<file path="src/rtl/signal_snapshot_pkg.sv">
// Shared types for the snapshot capture FIFO.
// Probe widths here are the defaults used by the top level.
package signal_snapshot_pkg;

  localparam int W_WIDE_DEF = 128;
  localparam int W_MID_DEF  = 8;

  typedef enum logic [1:0] {
    IDLE,
    ARMED,
    CAPTURE
  } state_t;

  typedef struct packed {
    logic                  b1;
    logic [W_MID_DEF-1:0]  mid;
    logic [W_WIDE_DEF-1:0] wide;
    logic [7:0]            seq;
  } sample_t;

endpackage

</file>
<file path="src/rtl/snapshot_fifo.sv">
// Generic DEPTH-entry FIFO; a push into a full FIFO
// is accepted when a pop happens in the same cycle.
module snapshot_fifo
  import signal_snapshot_pkg::*;
#(
  parameter int  DEPTH = 4,
  parameter type T     = sample_t
) (
  input  logic clock,
  input  logic reset,
  input  logic push,
  input  T     push_data,
  input  logic pop,
  output T     head,
  output logic full,
  output logic empty
);

  localparam int AW = $clog2(DEPTH);
  localparam logic [AW:0] FULL_CNT = DEPTH[AW:0];

  T              mem [DEPTH];
  logic [AW-1:0] wr_ptr;
  logic [AW-1:0] rd_ptr;
  logic [AW:0]   count;
  logic          do_push;
  logic          do_pop;

  assign empty   = (count == '0);
  assign full    = (count == FULL_CNT);
  assign do_pop  = pop && !empty;
  assign do_push = push && (!full || do_pop);

  // Head reads as zero when empty so outputs idle at zero.
  assign head = empty ? '0 : mem[rd_ptr];

  always_ff @(posedge clock or negedge reset) begin
    if (!reset) begin
      wr_ptr <= '0;
      rd_ptr <= '0;
      count  <= '0;
    end else begin
      if (do_push) wr_ptr <= wr_ptr + 1'b1;
      if (do_pop)  rd_ptr <= rd_ptr + 1'b1;
      count <= count
             + {{AW{1'b0}}, do_push}
             - {{AW{1'b0}}, do_pop};
    end
  end

  always_ff @(posedge clock) begin
    if (do_push) mem[wr_ptr] <= push_data;
  end

endmodule

</file>
<file path="src/rtl/signal_snapshot_fifo.sv">
// Triggered burst capture of three probe groups into a
// small FIFO drained over a valid/ready port.
module signal_snapshot_fifo
  import signal_snapshot_pkg::*;
#(
  parameter int DEPTH  = 4,
  parameter int W_WIDE = W_WIDE_DEF,
  parameter int W_MID  = W_MID_DEF
) (
  input  logic              clock,
  input  logic              reset,
  input  logic              arm,
  input  logic              abort,
  input  logic [7:0]        burst_len,
  input  logic              trig,
  input  logic              in_b1,
  input  logic [W_MID-1:0]  in_mid,
  input  logic [W_WIDE-1:0] in_wide,
  output logic              out_valid,
  input  logic              out_ready,
  output logic              out_b1,
  output logic [W_MID-1:0]  out_mid,
  output logic [W_WIDE-1:0] out_wide,
  output logic [7:0]        out_seq,
  output logic              busy,
  output logic              done,
  output logic [7:0]        drop_cnt
);

  typedef struct packed {
    logic              b1;
    logic [W_MID-1:0]  mid;
    logic [W_WIDE-1:0] wide;
    logic [7:0]        seq;
  } smp_t;

  state_t     state;
  state_t     state_n;
  logic [7:0] len_q;
  logic [7:0] cnt_q;
  logic [7:0] seq_q;
  logic       done_q;
  logic       take;
  logic       last;
  logic       pop;
  logic       full;
  logic       empty;
  smp_t       smp;
  smp_t       head;

  always_ff @(posedge clock or negedge reset) begin
    if (!reset) state <= IDLE;
    else        state <= state_n;
  end

  // abort beats trig; arm only matters in IDLE.
  always_comb begin
    state_n = state;
    take    = 1'b0;
    last    = 1'b0;
    unique case (state)
      IDLE: begin
        if (arm) state_n = ARMED;
      end
      ARMED: begin
        if (abort) begin
          state_n = IDLE;
        end else if (trig) begin
          take    = 1'b1;
          last    = (len_q == 8'd1);
          state_n = last ? IDLE : CAPTURE;
        end
      end
      CAPTURE: begin
        if (abort) begin
          state_n = IDLE;
        end else begin
          take    = 1'b1;
          last    = (cnt_q + 8'd1 == len_q);
          state_n = last ? IDLE : CAPTURE;
        end
      end
      default: state_n = IDLE;
    endcase
  end

  assign pop = out_valid && out_ready;

  always_ff @(posedge clock or negedge reset) begin
    if (!reset) begin
      len_q    <= 8'd1;
      cnt_q    <= '0;
      seq_q    <= '0;
      drop_cnt <= '0;
      done_q   <= 1'b0;
    end else begin
      done_q <= take && last;
      if (state == IDLE && arm) begin
        len_q    <= (burst_len == 8'd0) ? 8'd1 : burst_len;
        cnt_q    <= '0;
        seq_q    <= '0;
        drop_cnt <= '0;
      end
      if (take) begin
        cnt_q <= cnt_q + 8'd1;
        seq_q <= seq_q + 8'd1;
      end
      if (take && full && !pop && drop_cnt != 8'hFF)
        drop_cnt <= drop_cnt + 8'd1;
    end
  end

  assign smp = '{b1: in_b1, mid: in_mid,
                 wide: in_wide, seq: seq_q};

  snapshot_fifo #(
    .DEPTH (DEPTH),
    .T     (smp_t)
  ) u_fifo (
    .clock     (clock),
    .reset     (reset),
    .push      (take),
    .push_data (smp),
    .pop       (pop),
    .head      (head),
    .full      (full),
    .empty     (empty)
  );

  assign out_valid = !empty;
  assign out_b1    = head.b1;
  assign out_mid   = head.mid;
  assign out_wide  = head.wide;
  assign out_seq   = head.seq;
  assign busy      = (state != IDLE);
  assign done      = done_q;

endmodule

</file>
<file path="config.mk">
export PLATFORM = sky130hd
export DESIGN_NAME = signal_snapshot_fifo
export DESIGN_NICKNAME = d
export VERILOG_FILES = /design/src/rtl/signal_snapshot_pkg.sv /design/src/rtl/snapshot_fifo.sv /design/src/rtl/signal_snapshot_fifo.sv
export SDC_FILE = /design/constraint.sdc
export NUM_CORES = 1
export LEC_CHECK = 0
export CORE_UTILIZATION = 23
export CTS_CLUSTER_DIAMETER = 50
export DETAILED_ROUTE_END_ITERATION = 10
export PLACE_DENSITY = 0.53
export SLEW_MARGIN = 20
export SYNTH_ARGS = -nofsm -noshare
export SYNTH_HDL_FRONTEND = slang
export SYNTH_SLANG_ARGS = --single-unit
</file>
<file path="constraint.sdc">
create_clock -name clock -period 5.3 [get_ports clock]
set_clock_uncertainty 0.05 [all_clocks]
set_input_delay 1.06 -clock clock [delete_from_list [all_inputs] [get_ports clock]]
set_output_delay 1.06 -clock clock [all_outputs]
set_load 0.02 [all_outputs]
</file>
==> impl_metrics.py, run 1 <==
metrics = {
    "die": {
        "die_x_um": 326.8,
        "pin_count": 307,
        "die_area_um2": 106800,
        "rows": 118,
        "core_area_um2": 104100,
        "start_util_pct": 23.32,
        "die_y_um": 326.8,
    },
    "routing": {
        "routed_via_density": 4.166,
        "routedWlPerCell_um": 19.17,
        "drt-pass1-iter-count": 5,
        "top_layer_used": "met5",
        "dr_wl_met2_um": 27880,
        "wl_met3_um": 3554,
        "drt_iter0_markers": 768,
        "vias": 12461,
        "wl_met1_um": 24610,
        "drt-total-wl_um": 57350,
        "drc": 0,
        "route.antenna.remaining_nets": 0,
    },
    "worst_setup_path": {
        "crit_family": "flip-flops",
        "worst_setup_path_end_kind": "primary output",
        "critPathKind": "register to primary output",
        "crit_buf_inv": 2,
        "critPathLaunchType": "register",
        "cpPeakStageDelay_ns": 1.02,
        "critical_path_arrival_ns": 3.39,
        "crit_slowest_cell": "dfrtp_4",
        "cp.required_ns": 4.19,
        "timing.rr.start": "state[1]$_DFFE_PN0P_",
        "critical_path.startpoint": "u_fifo.rd_ptr[0]$_DFFE_PN0N_",
        "path_max_fanout": 37,
        "path_cells": "buf_4 -> mux4_2 -> and2_1 -> clkdlybuf4s50_1",
    },
    "sta": {
        "rsz0062_at_grt": "no",
        "fmax_ghz": 0.2223,
        "fin_crit_ns": 4.498,
        "worst_pin_slew_ns": 0.9271,
        "max_slew_margin_pct": 38.20,
        "setup_violations": 0,
        "finalCritPeriodShare_pct": 84.87,
        "setup_slack_ns": 0.8018,
        "maxSlewViolCount": 0,
        "setup_tns_ns": 0,
        "finalHoldViolations": 0,
    },
    "yosys": {
        "syn_inst": 1179,
        "synth_top_cell_area_share_pct": 71.76,
        "synth_area_um2": 24270,
        "synth-edff-count": 580,
        "synth_common_cells": "edfxtp_1, and2_1, mux4_2",
        "yosysWarnings": 0,
        "synth_cell_types": 57,
        "yosys-top-cells-area": "edfxtp_1, mux4_2, dfrtp_1",
        "yosysSeqAreaShare_pct": 76.10,
        "ys_ff_latch": 622,
        "synth_nets": 1345,
        "synth_async_sr_flop_share_pct": 6.752,
        "yosysTopAreaCell": "edfxtp_1",
        "syn_area_per_cell_um2": 20.59,
        "synthFlopType": "edfxtp_1",
        "yosysMostFrequentCell": "edfxtp_1",
    },
    "clock_tree": {
        "cts_resized": 0,
        "cts_inserted_buffers": 83,
        "cts.sinks": 622,
        "cts_setup_buffers": 0,
        "cts_root_buf": "clkbuf_16",
        "insertion_delay_ns": 0.64,
        "cts_tree": "yes",
        "clk_pin_slew_worst_paths_ns": 0.06,
        "cts_buffer_depth": 3,
        "htreeDepth": 3,
        "postCtsHoldBufs": 0,
    },
    "hold_path": {
        "worstHoldPathType": "primary input to async pin",
    },
    "placed_design": {
        "port_buffers": 306,
        "dp_slack_ns": 1.016,
        "place.gp.congestion": 0.7323,
        "dp_hpwl_um": 34880,
    },
    "power": {
        "p_int_mw": 12.08,
        "p_per_area_nw_per_um2": 551.2,
        "ir_drop_mv": 0.4318,
        "pwr-share-seq_pct": 34.4,
        "p_comb_share_pct": 34.4,
        "clkPwrFrac_pct": 31.2,
        "switching_share_pct": 31.52,
        "leakagePower_nw": 10.34,
        "power.switching_mw": 5.559,
        "power.total_mw": 17.64,
    },
    "finish": {
        "seq_area_um2": 18480,
        "layout-drive-gt1-share_pct": 20.43,
        "syn_to_final_growth_pct": 31.85,
        "multiInputGateArea_um2": 5514,
        "nets": 1708,
        "n_fill_cell": 10101,
    },
    "run": {
        "maxCapViolations": 0,
    },
    "global_route": {
        "grt_pass1_wl_um": 85270,
        "grt_start_max_net_pins": 70,
        "grt_pass1_vias": 13589,
        "antenna_found_initial": 7,
        "gr-total-overflow": 0,
        "grtUsageTotal_pct": 10.72,
    },
    "status": {
        "outcome": "completed",
    },
}
==> power by group through the flow <==
stage                     clock [mW]  combinational, mW  sequential [mW]
final                           5.51               6.06             6.07
after global routing            5.88               6.46             6.12
after CTS                       5.68               6.22             6.09
after detailed placement           0               6.19             6.19
after global placement             0               6.17             6.17
after floorplan                    0               3.62             6.00
==> worst register-to-register path: cells and delay by family, from the launching register on <==
family                   cells  cell delay (ns)
flip-flops                   1             0.41
adder cells (fa/ha/maj)      1             0.30
buffers and inverters        2             0.51
AND/OR/NAND/NOR              4             1.72
==> flip-flops by register name, summed over array words and instances, names as in the netlist <==
register,count
state,2
u_fifo.mem,580
done,1
u_fifo.count,3
drop_cnt,8
u_fifo.wr_ptr,2
len_q,8
cnt_q,8
u_fifo.rd_ptr,2
seq_q,8
==> layout by cell type (no fill, tap or decap), types with 5 or more instances in the layout <==
cell type	n
inv_1	12
xnor2_1	9
buf_4	15
and3_1	5
clkinv_2	9
clkinv_4	7
ha_1	14
clkdlybuf4s50_1	305
nor2_1	14
dfrtp_1	39
clkbuf_16	83
clkinvlp_4	6
and2_1	148
nand3_1	6
bufinv_16	6
inv_6	7
xor2_1	6
buf_12	14
clkinv_1	11
nand2_1	50
edfxtp_1	580
mux2_2	5
mux4_2	145
o21ai_0	27
inv_8	7
clkbuf_1	10
==> area by class of cell <==
| type | count | share of cell area (%) |
|---|---|---|
| sequential | 622 | 57.74 |
| multi-input combinational | 489 | 17.23 |
| timing repair buffer | 334 | 10.77 |
| clock buffer | 93 | 6.608 |
| tap | 1380 | 5.396 |
| clock inverter | 60 | 2.111 |
| inverter | 12 | 0.1408 |
| antenna | 1 | 0.007820 |
==> cells by family (layout without fill, tap and decap cells) <==
kind of cell	Yosys count	after routing	share of synthesized area (%)
AOI/OAI and AO/OA	53	53	1.428
xor gates and xnor gates	15	15	0.5413
adders and majority gates	15	15	0.8042
buffers and inverters	68	499	1.242
DFF	622	622	76.10
muxes	153	153	13.81
other	0	1	0
and+or+nand+nor	253	253	6.078
==> final timing paths <==
kind | to | slack, ns | cells after the start
worst max-delay path | out_seq[2] | 0.80 | 4
worst min-delay path | len_q[1]$_DFFE_PN0P_ | 0.36 | 1
worst max register to register | u_fifo.mem[1][133]$_DFFE_PP_ | 1.89 | 7
worst min register to register | len_q[0]$_DFFE_PN1P_ | 0.44 | 2
max in group asynchronous | u_fifo.rd_ptr[0]$_DFFE_PN0N_ | 4.38 | 1
min in group clock | len_q[0]$_DFFE_PN1P_ | 0.44 | 2
==> layer usage <==
layer,up-vias,track usage [%]
li1,5469,-
met1,6555,13.70
met2,338,17.45
met3,91,2.933
met4,8,3.677
met5,-,0
==> metrics by stage <==
step / hold WS, ns / cells / util (%) / area (µm²)
2_1_floorplan: 0.4197 / 1179 / - / 24280
3_3_place_gp: 0.4458 / 2837 / 28.06 / 29210
3_5_place_dp: 0.4407 / 2837 / 28.06 / 29210
4_1_cts: 0.4489 / 2990 / 30.74 / 32000
5_1_grt: 0.3575 / 2990 / 30.74 / 32000
6_report: 0.3639 / 2991 / 30.74 / 32000
Power figures use the tool's default switching activity.
==> inputs of run 2 (changes only) <==
--- a/config.mk
+++ b/config.mk
@@ -8,7 +8,7 @@
 export CORE_UTILIZATION = 23
 export CTS_CLUSTER_DIAMETER = 50
 export DETAILED_ROUTE_END_ITERATION = 10
-export PLACE_DENSITY = 0.53
+export PLACE_DENSITY = 0.52
 export SLEW_MARGIN = 20
 export SYNTH_ARGS = -nofsm -noshare
 export SYNTH_HDL_FRONTEND = slang
==> constraint.sdc (replaced) <==
create_clock -name clock -period 4.4 [get_ports clock]
set_clock_uncertainty 0.05 [all_clocks]
set_input_delay 0.88 -clock clock [delete_from_list [all_inputs] [get_ports clock]]
set_output_delay 0.88 -clock clock [all_outputs]
set_load 0.02 [all_outputs]
==> run 2 against run 1 <==
Global-route usage is 0.54 points higher. Critical path type unchanged. Via count up 0.74%. Cell area increased by 0.40%. Combinational power up 21%. Core utilization increased by 0.12 points. Sequential cell count is the same.
==> impl_metrics.py, run 2 (same netlist as run 1, synthesis figures left out) <==
metrics = {
    "clock_tree": {
        "cts_tree": "yes",
        "clk_pin_slew_worst_paths_ns": 0.06,
        "cts_buffer_depth": 3,
        "cts_setup_buffers": 0,
        "cts_inserted_buffers": 83,
        "cts_root_buf": "clkbuf_16",
        "cts_resized": 0,
        "htreeDepth": 3,
        "insertion_delay_ns": 0.64,
        "cts.sinks": 622,
        "postCtsHoldBufs": 0,
    },
    "power": {
        "leakagePower_nw": 10.42,
        "clkPwrFrac_pct": 30.4,
        "switching_share_pct": 31.25,
        "p_per_area_nw_per_um2": 656.1,
        "power.switching_mw": 6.587,
        "power.total_mw": 21.08,
        "p_comb_share_pct": 34.9,
        "pwr-share-seq_pct": 34.7,
        "p_int_mw": 14.49,
        "ir_drop_mv": 0.4655,
    },
    "die": {
        "die_area_um2": 106800,
        "pin_count": 307,
        "die_y_um": 326.8,
        "core_area_um2": 104100,
        "die_x_um": 326.8,
        "start_util_pct": 23.32,
        "rows": 118,
    },
    "worst_setup_path": {
        "critPathKind": "register to primary output",
        "worst_setup_path_end_kind": "primary output",
        "critical_path_arrival_ns": 3.21,
        "critPathLaunchType": "register",
        "cp.required_ns": 3.47,
        "crit_slowest_cell": "dfrtp_4",
        "path_max_fanout": 31,
        "path_cells": "buf_12 -> mux4_2 -> and2_1 -> clkdlybuf4s50_1",
        "cpPeakStageDelay_ns": 0.88,
    },
    "routing": {
        "routedWlPerCell_um": 19.90,
        "drt-pass1-iter-count": 6,
        "route.antenna.remaining_nets": 0,
        "drc": 0,
        "drt_iter0_markers": 836,
        "drt-total-wl_um": 59870,
        "routed_via_density": 4.173,
        "vias": 12553,
    },
    "sta": {
        "setup_violations": 0,
        "max_slew_margin_pct": 32.09,
        "maxSlewViolCount": 0,
        "finalCritPeriodShare_pct": 94.08,
        "setup_slack_ns": 0.2605,
        "setup_tns_ns": 0,
        "fin_crit_ns": 4.140,
        "fmax_ghz": 0.2416,
        "worst_pin_slew_ns": 1.019,
        "rsz0062_at_grt": "no",
        "finalHoldViolations": 0,
    },
    "placed_design": {
        "dp_hpwl_um": 36830,
        "place.gp.congestion": 0.7174,
        "port_buffers": 306,
        "dp_slack_ns": 0.8005,
        "post-place-cells": 2855,
    },
    "finish": {
        "final_cells": 3008,
        "nets": 1726,
        "top_register": "u_fifo.mem",
        "final_cell_mix": "edfxtp_1, clkdlybuf4s50_1, and2_1, mux4_2, clkbuf_16",
        "syn_to_final_growth_pct": 32.38,
        "final_common_cell": "edfxtp_1",
        "n_fill_cell": 10092,
        "largest_reg_flops": 580,
        "layout-drive-gt1-share_pct": 21.08,
    },
    "global_route": {
        "grt_pass1_wl_um": 89190,
        "grt_pass1_vias": 13850,
        "gr-total-overflow": 0,
        "antenna_found_initial": 10,
        "grt_start_max_net_pins": 74,
        "grtUsageTotal_pct": 11.26,
    },
    "hold_path": {
        "worstHoldPathType": "primary input to async pin",
    },
    "run": {
        "maxCapViolations": 0,
    },
    "status": {
        "outcome": "completed",
    },
}
[run 2: changes by cell type in the layout (fill, tap and decap cells not counted), sizes merged]
cell and delta:
bufinv -2, buf +18, clkinv -6, clkbuf +9
inv -2
[run 2: metal layers]
layer  vias up  track usage (%)  part of all wire (%)
met5         -                0                  0.14
met4        14            3.180                   2.2
met3       110            3.886                   6.5
met2       312            18.52                    49
met1      6607            13.97                    42
li1       5510                -                     -
[run 2: worst max-delay path: cells and delay by family (launching register included)]
| family | cells | cell delay (ns) |
|---|---|---|
| buf+inv | 2 | 0.89 |
| simple gates | 1 | 0.18 |
| mux | 1 | 0.58 |
| flops | 1 | 0.88 |
[run 2: path summary, 6_finish.rpt]
| check | startpoint | to | slack [ns] | cells past startpoint |
|---|---|---|---|---|
| setup / recovery | u_fifo.rd_ptr[0]$_DFFE_PN0N_ | out_wide[37] | 0.26 | 4 |
| hold / removal | reset | done$_DFF_PN0_ | 0.19 | 1 |
| setup reg to reg | u_fifo.count[1]$_DFF_PN0_ | u_fifo.count[2]$_DFF_PN0_ | 1.41 | 8 |
| hold reg to reg | len_q[0]$_DFFE_PN1P_ | len_q[0]$_DFFE_PN1P_ | 0.47 | 2 |
| max in group asynchronous | reset | u_fifo.rd_ptr[0]$_DFFE_PN0N_ | 3.66 | 1 |
| min in group clock | len_q[0]$_DFFE_PN1P_ | len_q[0]$_DFFE_PN1P_ | 0.47 | 2 |
[run 2: cell type report]
cell class,count,area (µm²),area share (%)
clock inverters,50,479.2,1.491
flip-flops and latches,622,18480,57.51
well taps,1380,1727,5.374
clock buffers,102,2180,6.784
multi-input cells,489,5514,17.16
repair buffers,352,3706,11.53
inverters,12,45.04,0.1402
diodes,1,2.502,0.007788
[run 2: power groups by stage]
stage | Clock [mW] | Sequential (mW) | Combinational, mW
6_report | 6.40 | 7.32 | 7.36
5_1_grt | 6.83 | 7.39 | 7.86
4_1_cts | 6.63 | 7.35 | 7.55
3_5_place_dp | 0 | 7.47 | 7.51
3_3_place_gp | 0 | 7.43 | 7.51
2_1_floorplan | 0 | 7.22 | 4.36
[run 2: metrics by stage]
stage / hold slack [ns] / util (%) / cell area [µm²]
floorplan: 0.4197 / - / 24280
global placement: 0.4434 / 28.31 / 29470
detailed placement: 0.4555 / 28.31 / 29470
CTS: 0.3522 / 30.86 / 32120
global route: 0.1914 / 30.87 / 32130
finish: 0.1938 / 30.87 / 32130
